--- src/rtl/rect_fill_engine_pkg.sv ---
// rect_fill_engine_pkg: shared frame-buffer defaults, field widths and FSM encoding
package rect_fill_engine_pkg;
  localparam int FB_W_DEF = 160;
  localparam int FB_H_DEF = 120;
  localparam int XW = 8;
  localparam int YW = 7;
  localparam int CW = 3;
  typedef enum logic [1:0] {S_IDLE = 2'd0, S_FILL = 2'd1, S_DONE = 2'd2} state_t;
endpackage

--- src/rtl/rect_fill_engine_if.sv ---
// rect_fill_engine_if: command inputs, status and frame-buffer write port of the fill engine
interface rect_fill_engine_if;
  import rect_fill_engine_pkg::*;
  logic          start;
  logic          outline;
  logic [XW-1:0] x0;
  logic [XW-1:0] x1;
  logic [YW-1:0] y0;
  logic [YW-1:0] y1;
  logic [CW-1:0] color;
  logic          busy;
  logic          done;
  logic [XW-1:0] x;
  logic [YW-1:0] y;
  logic [CW-1:0] din;
  logic          wren;
  modport master(output start, outline, x0, x1, y0, y1, color,
                 input busy, done, x, y, din, wren);
  modport slave(input start, outline, x0, x1, y0, y1, color,
                output busy, done, x, y, din, wren);
endinterface

--- src/rtl/rect_fill_engine_rect_norm.sv ---
// rect_norm: sorts rectangle corners, clips the far edges to the frame buffer and flags empty commands
module rect_norm
  import rect_fill_engine_pkg::*;
#(
  parameter int FB_W = FB_W_DEF,
  parameter int FB_H = FB_H_DEF
) (
  input  logic [XW-1:0] i_x0,
  input  logic [XW-1:0] i_x1,
  input  logic [YW-1:0] i_y0,
  input  logic [YW-1:0] i_y1,
  output logic [XW-1:0] o_xlo,
  output logic [XW-1:0] o_xhi,
  output logic [YW-1:0] o_ylo,
  output logic [YW-1:0] o_yhi,
  output logic          o_empty
);
  localparam logic [XW-1:0] XMAX = XW'(FB_W - 1);
  localparam logic [YW-1:0] YMAX = YW'(FB_H - 1);
  logic [XW-1:0] w_xhi;
  logic [YW-1:0] w_yhi;
  always_comb begin
    o_xlo   = i_x0 < i_x1 ? i_x0 : i_x1;
    w_xhi   = i_x0 < i_x1 ? i_x1 : i_x0;
    o_ylo   = i_y0 < i_y1 ? i_y0 : i_y1;
    w_yhi   = i_y0 < i_y1 ? i_y1 : i_y0;
    o_xhi   = w_xhi > XMAX ? XMAX : w_xhi;
    o_yhi   = w_yhi > YMAX ? YMAX : w_yhi;
    o_empty = o_xlo > XMAX || o_ylo > YMAX;
  end
endmodule

--- src/rtl/rect_fill_engine.sv ---
// rect_fill_engine: rasterises a solid or outlined rectangle into a frame-buffer RAM, one pixel per cycle
module rect_fill_engine
  import rect_fill_engine_pkg::*;
#(
  parameter int FB_W = FB_W_DEF,
  parameter int FB_H = FB_H_DEF
) (
  input logic            clk,
  input logic            resetn,
  rect_fill_engine_if.slave bus
);
  state_t        r_state, w_next;
  logic [XW-1:0] w_xlo, w_xhi, r_xlo, r_xhi, r_cx;
  logic [YW-1:0] w_ylo, w_yhi, r_ylo, r_yhi, r_cy;
  logic [CW-1:0] r_color;
  logic          r_outline, w_empty, w_accept, w_last, w_border;
  rect_norm #(.FB_W(FB_W), .FB_H(FB_H)) u_norm (
    .i_x0(bus.x0), .i_x1(bus.x1), .i_y0(bus.y0), .i_y1(bus.y1),
    .o_xlo(w_xlo), .o_xhi(w_xhi), .o_ylo(w_ylo), .o_yhi(w_yhi), .o_empty(w_empty)
  );
  always_ff @(posedge clk or negedge resetn)
    if (!resetn) r_state <= S_IDLE;
    else         r_state <= w_next;
  always_comb begin
    w_accept = r_state == S_IDLE && bus.start;
    w_last   = r_cx == r_xhi && r_cy == r_yhi;
    w_border = r_cx == r_xlo || r_cx == r_xhi || r_cy == r_ylo || r_cy == r_yhi;
    w_next   = r_state == S_IDLE ? (bus.start ? (w_empty ? S_DONE : S_FILL) : S_IDLE)
             : r_state == S_FILL ? (w_last ? S_DONE : S_FILL)
             : S_IDLE;
  end
  // The pixel counters double as the x/y outputs: loaded with the first pixel
  // on acceptance, parked on the last pixel afterwards so the RAM port holds.
  always_ff @(posedge clk or negedge resetn)
    if (!resetn) begin
      r_xlo     <= '0;
      r_xhi     <= '0;
      r_ylo     <= '0;
      r_yhi     <= '0;
      r_cx      <= '0;
      r_cy      <= '0;
      r_color   <= '0;
      r_outline <= 1'b0;
    end else if (w_accept && !w_empty) begin
      r_xlo     <= w_xlo;
      r_xhi     <= w_xhi;
      r_ylo     <= w_ylo;
      r_yhi     <= w_yhi;
      r_cx      <= w_xlo;
      r_cy      <= w_ylo;
      r_color   <= bus.color;
      r_outline <= bus.outline;
    end else if (r_state == S_FILL && !w_last) begin
      r_cx <= r_cx == r_xhi ? r_xlo : r_cx + 1'b1;
      r_cy <= r_cx == r_xhi ? r_cy + 1'b1 : r_cy;
    end
  assign bus.busy = r_state == S_FILL;
  assign bus.done = r_state == S_DONE;
  assign bus.wren = r_state == S_FILL && (!r_outline || w_border);
  assign bus.x    = r_cx;
  assign bus.y    = r_cy;
  assign bus.din  = r_color;
endmodule

--- src/flat_wrapper.sv ---
// flat-port wrapper written by rule: the top's interface ports become plain ports
module rect_fill_engine_flat import rect_fill_engine_pkg::*;
#(
  parameter int FB_W = FB_W_DEF,
  parameter int FB_H = FB_H_DEF
)
  (clk, resetn, bus_start, bus_outline, bus_x0, bus_x1, bus_y0, bus_y1, bus_color, bus_busy, bus_done, bus_x, bus_y, bus_din, bus_wren);
  rect_fill_engine_if bus_i ();
  input logic clk;
  input logic resetn;
  input wire logic [$bits(bus_i.start)-1:0] bus_start;
  input wire logic [$bits(bus_i.outline)-1:0] bus_outline;
  input wire logic [$bits(bus_i.x0)-1:0] bus_x0;
  input wire logic [$bits(bus_i.x1)-1:0] bus_x1;
  input wire logic [$bits(bus_i.y0)-1:0] bus_y0;
  input wire logic [$bits(bus_i.y1)-1:0] bus_y1;
  input wire logic [$bits(bus_i.color)-1:0] bus_color;
  output wire logic [$bits(bus_i.busy)-1:0] bus_busy;
  output wire logic [$bits(bus_i.done)-1:0] bus_done;
  output wire logic [$bits(bus_i.x)-1:0] bus_x;
  output wire logic [$bits(bus_i.y)-1:0] bus_y;
  output wire logic [$bits(bus_i.din)-1:0] bus_din;
  output wire logic [$bits(bus_i.wren)-1:0] bus_wren;
  assign bus_i.start = bus_start;
  assign bus_i.outline = bus_outline;
  assign bus_i.x0 = bus_x0;
  assign bus_i.x1 = bus_x1;
  assign bus_i.y0 = bus_y0;
  assign bus_i.y1 = bus_y1;
  assign bus_i.color = bus_color;
  assign bus_busy = bus_i.busy;
  assign bus_done = bus_i.done;
  assign bus_x = bus_i.x;
  assign bus_y = bus_i.y;
  assign bus_din = bus_i.din;
  assign bus_wren = bus_i.wren;
  rect_fill_engine #(.FB_W(FB_W), .FB_H(FB_H)) u_core (.clk(clk), .resetn(resetn), .bus(bus_i));
endmodule
--- config.mk ---
export PLATFORM = sky130hd
export DESIGN_NAME = rect_fill_engine_flat
export DESIGN_NICKNAME = d
export VERILOG_FILES = /design/src/rtl/rect_fill_engine_pkg.sv /design/src/rtl/rect_fill_engine_if.sv /design/src/rtl/rect_fill_engine_rect_norm.sv /design/src/rtl/rect_fill_engine.sv /design/src/flat_wrapper.sv
export SDC_FILE = /design/constraint.sdc
export NUM_CORES = 1
export LEC_CHECK = 0
export CORE_ASPECT_RATIO = 0.75
export CORE_UTILIZATION = 55
export DETAILED_ROUTE_END_ITERATION = 7
export PLACE_DENSITY = 0.81
export SLEW_MARGIN = 30
export SYNTH_ARGS = -nofsm -noshare
export SYNTH_HDL_FRONTEND = slang
export SYNTH_SLANG_ARGS = --single-unit
--- constraint.sdc ---
create_clock -name clk -period 2.6 [get_ports clk]
set_input_delay 0.52 -clock clk [delete_from_list [all_inputs] [get_ports clk]]
set_output_delay 0.52 -clock clk [all_outputs]
set_load 0.02 [all_outputs]
After elaboration in Yosys (flattened, before gate mapping). Index checks and enable logic that the tools add are counted.

Bits of input ports: 37. Output and inout port bits: 21. Register bits after elaboration: 51. Logic and storage cells: 57.

$add $sub $neg: 2. Magnitude comparators: 6. Equal/unequal tests: 6. Multiplexer cells: 17. Reductions and logical operators: 17.

Operators by type and width (count): 8-bit two-way mux (6); 7-bit two-way mux (6); 8-bit equality test (2); 8-bit > comparator, second input constant (2); 7-bit equality test (2); 7-bit > comparator, second input constant (2); 2-bit two-way mux (5); 8-bit by 1-bit adder with 8-bit output, second input constant (1); 8-bit < comparator (1); 7-bit by 1-bit adder with 7-bit output, second input constant (1); 7-bit < comparator (1); 1-bit logical AND (5); 1-bit logical OR (5); 2-bit nonzero test (2); 1-bit zero test (3); 2-bit by 1-bit equality test with 1-bit output, second input constant (1); 2-bit equality test, second input constant (1); 2-bit zero test (1); 2-bit AND reduction (1).

Logic depth before layout (Yosys ltp). Gate-level depths: netlist of the first run.

Depth in word-level cells: 8. Mapped depth: 10. Depth with buffers taken out: 8.

Hierarchy. From an unflattened synthesis of the first run, not the netlist that was laid out.

Cells, all modules: 423. Area total of the unflattened synthesis: 3647.2 um^2.

Modules (own cells, without submodules): rect_fill_engine (times used 1, sequential area each 1276.2 um^2, area each 2839.0 um^2, cells an instance 316); rect_norm (times used 1, sequential area each 0.0 um^2, area each 808.3 um^2, cells an instance 107).

Worst setup path before layout of the first run. OpenSTA, ideal clock, no wires.

Path kind: register to output. From: register u_core.r_cy[4] (netlist: u_core.bus.y[4]). To: output port bus_wren. Slack: 0.035 ns. Arrival: 2.045 ns. Stages on the path, launching flop included: 8. Required time: 2.080 ns. Path buffers: 2. Cells stage by stage: dfrtp_1 -> clkbuf_2 -> xor2_1 -> nor4_2 -> and2_1 -> buf_2 -> a2111oi_0 -> a21oi_1.

Cells in the longest elaborated chain, start to end: 5. Elaborated cells between the ends (all ways): 6. Classes of those cells: eq/ne: 2; reduce/logical: 4.

Ends and longest elaborated chain: start, declared (RTL line rect_fill_engine.sv:14) `logic [YW-1:0] w_ylo, w_yhi, r_ylo, r_yhi, r_cy;`; start signal, assigned (RTL line rect_fill_engine.sv:50) `r_cy <= w_ylo;`; start signal, assigned (RTL line rect_fill_engine.sv:55) `r_cy <= r_cx == r_xhi ? r_cy + 1'b1 : r_cy;`; 7-bit equality test (RTL line rect_fill_engine.sv:27) `w_border = r_cx == r_xlo || r_cx == r_xhi || r_cy == r_ylo || r_cy == r_yhi;`; 1-bit logical OR (RTL line rect_fill_engine.sv:27); 1-bit logical OR (*) (RTL line rect_fill_engine.sv:27); 1-bit logical OR (*) (RTL line rect_fill_engine.sv:59) `assign bus.wren = r_state == S_FILL && (!r_outline || w_border);`; 1-bit logical AND (*) (RTL line rect_fill_engine.sv:59); end, declared (RTL line flat_wrapper.sv:23) `output wire logic [$bits(bus_i.wren)-1:0] bus_wren;`.

Every way passes the cells marked *; elsewhere a longest branch is shown, timed or not.

Worst setup path after layout of the first run.
From: input port bus_y0[3]. To: register u_core.r_cy[5] (netlist: u_core.bus.y[5]).

Cells in the longest elaborated chain, start to end: 8. Elaborated cells between the ends (all ways): 10. Classes of those cells: order compare: 2; mux: 2; reduce/logical: 6.

Ends and longest elaborated chain: start, declared (RTL line flat_wrapper.sv:15) `input wire logic [$bits(bus_i.y0)-1:0] bus_y0;`; 7-bit < comparator (RTL line rect_fill_engine_rect_norm.sv:25) `o_ylo = i_y0 < i_y1 ? i_y0 : i_y1;`; 7-bit two-way mux (*) (RTL line rect_fill_engine_rect_norm.sv:25); 7-bit > comparator (RTL line rect_fill_engine_rect_norm.sv:29) `o_empty = o_xlo > XMAX || o_ylo > YMAX;`; 1-bit logical OR (RTL line rect_fill_engine_rect_norm.sv:29); 1-bit zero test (RTL line rect_fill_engine.sv:44) `end else if (w_accept && !w_empty) begin`; 1-bit logical AND (RTL line rect_fill_engine.sv:44); 2-bit nonzero test (no source line); 2-bit AND reduction (no source line).

Marks and branches as above. A chain may end at the register's enable or synchronous reset.

==> impl_metrics.toml, run 1 <==
[status]
status = "complete, but fails checks"
violations = "setup timing"

[global_routing]
grt_pass1_vias = 3505
grt_pass1_wl_um = 18020
grt_max_degree = 31
grt_antenna_before_repair = 0
grt-ovfl-total = 0
grt_usage = 0.3237

[power]
p_comb_frac = 0.588
swShare = 0.4360
p_seq_frac = 0.302
power.clock.fraction = 0.110
p_int_uw = 3057
p_sw_uw = 2363
powerDensity_nw_per_um2 = 1013
p_leak_uw = 0.002407
power_uw = 5421
peakVddDrop_uv = 677.5

[sta]
maxSlewViolCount = 0
slew_headroom = 0.5487
fin_crit_sh = 1.052
setup_viol = 21
hold_viol_final = 0
fin_ws_ns = -0.1340
max_slew.worst_pin.slew_ns = 0.6770
period_needed_ns = 2.734
fmax_ghz = 0.3658
skew_ns = 0.01963
tns_ns = -1.062

[logic_synthesis]
yosysSeqAreaShare = 0.3394
ys.flop_type = "dfrtp_1"
syn_nets = 423
synth_seq_cells = 51
avgSynthCellArea_um2 = 10.13
synth_top_area_frac = 0.3394
yosysTopAreaCell = "dfrtp_1"
synth_cell_types = 59
synth_edf_count = 0
yosys_warnings = 0
yosysMostFrequentCell = "dfrtp_1"
synthArstFlopShare = 1.000
syn_inst = 371
synth_common_cells = "dfrtp_1 (51), mux2i_1 (46), nor2_1 (26)"
synth_area_um2 = 3760
ys_top_cells_by_area = "dfrtp_1 (34%), mux2i_1 (12%), mux2_4 (5.6%), ha_1 (5.0%), xor2_1 (4.4%)"

[cts]
clock-root-buffer = "clkbuf_8"
h-tree-depth = 2
numCtsBuffers = 5
clkSinkCount = 51
cts_buffer_depth = 2
worst_skew_pair.late_latency_ns = 0.32
path_clk_slew_ns = 0.11
cts_tree = "yes"

[setup_path]
end_kind = "register"
cp-start-kind = "input port"
path_class = "in2reg"
critPathMaxFanout = 10
cp.required_ns = 2.82
cp_data_arrival_time_ns = 2.95

[floorplan]
io_pins = 58
die_area_um2 = 7174
initial_core_util = 0.5835
die_h_um = 73.61
die_w_um = 97.47
core_area_um2 = 6444
rows = 25

[routing]
first_pass_iters = 7
wl_per_cell_um = 21.59
drtIter0Drc = 461
wl_met2_um = 5896
drc = 0
via_per_inst = 6.276
top_layer = "met4"
route.vias.total = 3690
postRouteWirelength_um = 12700
met1_length_um = 5112
met3_length_um = 1203
ant_nets = 0

[finish]
antenna_cells = 0
drive_gt1_frac = 0.3156
area_growth_syn_to_layout_pct = 42.30
seqCellArea_um2 = 1276
nNetsFinal = 558
multi_input_area_um2 = 2441
fill_cells = 334

[place]
port_buffers = 57
dp_hpwl_um = 7842
place_congestion = 0.9490
pre_cts_slack_ns = -0.5036

[min_path]
hp-class = "in2async"

[job]
maxCapViolations = 0
[critical path, stage by stage]
cell	delay [ns]
clkdlybuf4s50_1	0.49
buf_4	0.14
nand4_1	0.15
a2111oi_0	0.52
o21ai_1	0.22
o2111ai_4	0.18
nor2_4	0.10
buf_12	0.14
buf_16	0.14
buf_4	0.14
mux2i_1	0.19
[metrics by stage]
| stage | instances | utilization | hold WS [ns] | area, µm² |
|---|---|---|---|---|
| after global placement | 572 | 0.7658 | 0.4946 | 4935 |
| after CTS | 587 | 0.8109 | 0.2544 | 5225 |
| after floorplan | 371 | - | 0.2244 | 3760 |
| after global routing | 588 | 0.8303 | 0.2904 | 5350 |
| after detailed placement | 572 | 0.7658 | 0.4988 | 4935 |
| final | 588 | 0.8303 | 0.2254 | 5350 |
[cells by family (layout without fill, tap and decap cells)]
| kind of cell | after synthesis | in the layout | synth area share |
|---|---|---|---|
| xor gates and xnor gates | 36 | 36 | 0.08586 |
| DFF | 51 | 51 | 0.3394 |
| muxes | 70 | 70 | 0.2083 |
| buffers and inverters | 43 | 179 | 0.05823 |
| adders and majority gates | 15 | 15 | 0.04992 |
| AOI/OAI and AO/OA | 63 | 63 | 0.1195 |
| and+or+nand+nor | 93 | 93 | 0.1388 |
[final cells by class]
cell class / count / share of cell area
well taps: 81 / 0.01894
inverters: 25 / 0.01754
multi-input cells: 277 / 0.4563
flip-flops and latches: 51 / 0.2385
clock buffers: 6 / 0.01543
clock inverters: 2 / 0.006548
repair buffers: 146 / 0.2467
[state kept, by name (all words and copies together) (netlist names)]
| name | flops |
|---|---|
| u_core.r_yhi | 7 |
| u_core.bus.y | 7 |
| u_core.bus.x | 8 |
| u_core.r_xlo | 8 |
| u_core.r_xhi | 8 |
| u_core.bus.din | 3 |
| u_core.r_outline | 1 |
| u_core.r_state | 2 |
| u_core.r_ylo | 7 |
[power groups by stage]
stage	Clock [µW]	Combinational, µW	Sequential (µW)
after floorplan	0	1560	1680
after global placement	0	2680	1570
after detailed placement	0	2750	1600
after CTS	587	2900	1590
after global routing	626	3340	1650
final	598	3190	1640
[routing by layer]
| metal | vias to the layer above | global-route usage |
|---|---|---|
| li1 | 1613 | - |
| met1 | 1751 | 0.4358 |
| met2 | 263 | 0.5198 |
| met3 | 63 | 0.07041 |
| met4 | 0 | 0.1176 |
| met5 | - | 0 |
[placed cells by master, fill, tap and decap left out, drive strengths merged, types with 3 or more instances in the layout]
| cell type | count |
|---|---|
| buf | 89 |
| dfrtp | 51 |
| mux2i | 46 |
| clkdlybuf4s50 | 40 |
| nor2 | 27 |
| inv | 25 |
| mux2 | 24 |
| xor2 | 19 |
| nand2 | 17 |
| xnor2 | 17 |
| ha | 15 |
| a21oi | 13 |
| dlygate4sd2 | 11 |
| nand4 | 11 |
| o21ai | 11 |
| clkbuf | 8 |
| nor4 | 8 |
| and3 | 5 |
| nand2b | 4 |
| a21o | 4 |
| and2 | 4 |
| o31ai | 4 |
| dlymetal6s2s | 4 |
| a2111oi | 4 |
| nor2b | 3 |
| o22ai | 3 |
| nand3 | 3 |
| nor3 | 3 |
| o211ai | 3 |
| a31oi | 3 |
[repair_timing]
action,CTS,global route
gates resized for setup,32,21
endpoints found under the hold margin,0,0
hold buffers,0,0
setup endpoints to repair,44,44
gates cloned,1,1
setup buffers,6,0
pin swaps,12,11
[worst paths after layout]
kind / cells after the start / to / slack [ns] / from
worst min-delay path: 1 / u_core.bus.din[2]$_DFFE_PN0P_ / 0.23 / resetn
min in group clk: 1 / u_core.bus.din[1]$_DFFE_PN0P_ / 0.52 / u_core.bus.din[1]$_DFFE_PN0P_
worst max register to register: 8 / u_core.bus.x[6]$_DFFE_PN0P_ / -0.01 / u_core.bus.x[4]$_DFFE_PN0P_
max in group asynchronous: 2 / u_core.bus.x[3]$_DFFE_PN0P_ / 1.71 / resetn
worst max-delay path: 11 / u_core.bus.y[5]$_DFFE_PN0P_ / -0.13 / bus_y0[3]
worst min register to register: 1 / u_core.bus.din[1]$_DFFE_PN0P_ / 0.52 / u_core.bus.din[1]$_DFFE_PN0P_
No activity file was read; power rests on OpenSTA's default activity.
==> inputs of run 2 (changes only) <==
- PLACE_DENSITY: 0.81 -> unset
- PLACE_DENSITY_LB_ADDON: unset -> 0.15
==> run 2 against run 1 <==
Effect of this change: the run now ends clean; via count is 5.8% lower; non-clock buffer count is 6 higher; die area stayed put; critical path type is now reg2out; largest cell class unchanged.
==> impl_metrics.toml, run 2 (same netlist as run 1, synthesis figures left out) <==
[floorplan]
io_pins = 58
rows = 25
core_area_um2 = 6444
die_area_um2 = 7174
initial_core_util = 0.5835
die_h_um = 73.61
die_w_um = 97.47

[setup_path]
cp_data_arrival_time_ns = 2.06
critPathMaxFanout = 2
path_cells = "xor2_1 > nor4_2 > and2_1 > a2111oi_1 > a21oi_2 > buf_6"
cp.required_ns = 2.08
max_stage_delay_ns = 0.54
slowest_stage = "a2111oi_1"
critPathTopFamily = "compound AO/OA/AOI/OAI gates"
cp-start-kind = "register"
path_class = "reg2out"
crit_buf_inv = 1
end_kind = "output port"

[finish]
mostFrequentLayoutCell = "buf_4"
antenna_cells = 0
drive_gt1_frac = 0.3177
nNetsFinal = 564
fill_cells = 381
final_cell_mix = "buf_4 (85), dfrtp_1 (49), mux2i_1 (45)"
area_growth_syn_to_layout_pct = 41.60

[sta]
skew_ns = 0.006149
slew_headroom = 0.6047
period_needed_ns = 2.575
hold_viol_final = 0
fin_crit_sh = 0.9906
setup_viol = 0
tns_ns = 0
fmax_ghz = 0.3883
hold-worst-slack_ns = 0.1859
max_slew.worst_pin.slew_ns = 0.5915
maxSlewViolCount = 0

[routing]
route.vias.total = 3476
ant_nets = 0
drtIter0Drc = 297
drc = 0
first_pass_iters = 5
wl_per_cell_um = 17.87
postRouteWirelength_um = 10620
via_per_inst = 5.852

[cts]
cts_tree = "yes"
numCtsBuffers = 5
worst_skew_pair.late_latency_ns = 0.31
clkSinkCount = 51
cts_buffer_depth = 2
h-tree-depth = 2
clock-root-buffer = "clkbuf_8"
path_clk_slew_ns = 0.10

[power]
peakVddDrop_uv = 754.0
powerDensity_nw_per_um2 = 970.1
power_uw = 5165
p_leak_uw = 0.002384

[status]
status = "finished, final reports clean"

[global_routing]
grt_usage = 0.2991
grt_pass1_wl_um = 16440
grt-ovfl-total = 0
grt_antenna_before_repair = 0
grt_pass1_vias = 3342
grt_max_degree = 29

[place]
port_buffers = 57
dp_hpwl_um = 7678
place_congestion = 0.9484

[min_path]
hp-class = "in2async"

[job]
maxCapViolations = 0
## run 2: layout make-up
class                   instances  area [µm²]  area share
multi-input cells             277        2412      0.4531
clock inverters                 1       5.005   0.0009401
flip-flops and latches         51        1279      0.2402
well taps                      81       101.3     0.01904
clock buffers                   7       76.32     0.01434
inverters                      25       93.84     0.01763
repair buffers                152        1356      0.2548
## run 2: routing by layer
metal | wire [µm] | global-route usage | up-vias
met1 | 4893 | 0.4205 | 1672
met2 | 4780 | 0.4569 | 142
met3 | 621 | 0.05899 | 34
met4 | 322 | 0.1225 | 0
li1 | - | - | 1628
met5 | 0 | 0 | -
## run 2: metrics by stage
step / worst slack (ns) / cell area, µm² / cells / util
after floorplan: 0.03524 / 3760 / 371 / -
after CTS: 0.01279 / 5274 / 594 / 0.8184
after global routing: -0.08201 / 5324 / 594 / 0.8262
after detailed placement: -0.6152 / 4982 / 575 / 0.7732
after global placement: -0.4900 / 4982 / 575 / 0.7732
final: 0.02456 / 5324 / 594 / 0.8262
## run 2: final timing paths
path | startpoint | to | slack, ns | cells after the start
max | u_core.r_yhi[2]$_DFFE_PN0P_ | bus_wren | 0.02 | 6
min | resetn | u_core.r_yhi[6]$_DFFE_PN0P_ | 0.19 | 1
max reg2reg | u_core.bus.x[5]$_DFFE_PN0P_ | u_core.bus.y[0]$_DFFE_PN0P_ | 0.19 | 8
min reg2reg | u_core.bus.din[2]$_DFFE_PN0P_ | u_core.bus.din[2]$_DFFE_PN0P_ | 0.52 | 1
max in group asynchronous | resetn | u_core.bus.y[0]$_DFFE_PN0P_ | 1.85 | 2
min in group clk | u_core.bus.din[2]$_DFFE_PN0P_ | u_core.bus.din[2]$_DFFE_PN0P_ | 0.52 | 1
## run 2: what timing repair did
action	in CTS	in global routing
endpoints found under the setup margin	49	41
setup buffers	10	1
pin swaps	14	9
hold buffers	0	0
gates resized for setup	42	13
endpoints found under the hold margin	0	0
cloned	1	0
## run 2: power by group
| part | internal, µW | switching (µW) |
|---|---|---|
| sequential | 1190 | 406 |
| combinational | 1630 | 1480 |
| clock | 190 | 273 |
## run 2: worst register-to-register path: cells and delay by family (launching register included)
family	cells	cell delay, ns
XOR/XNOR	2	0.34
buffers and inverters	2	0.43
flip-flops	1	0.46
multiplexers	1	0.10
AND/OR/NAND/NOR	3	0.97
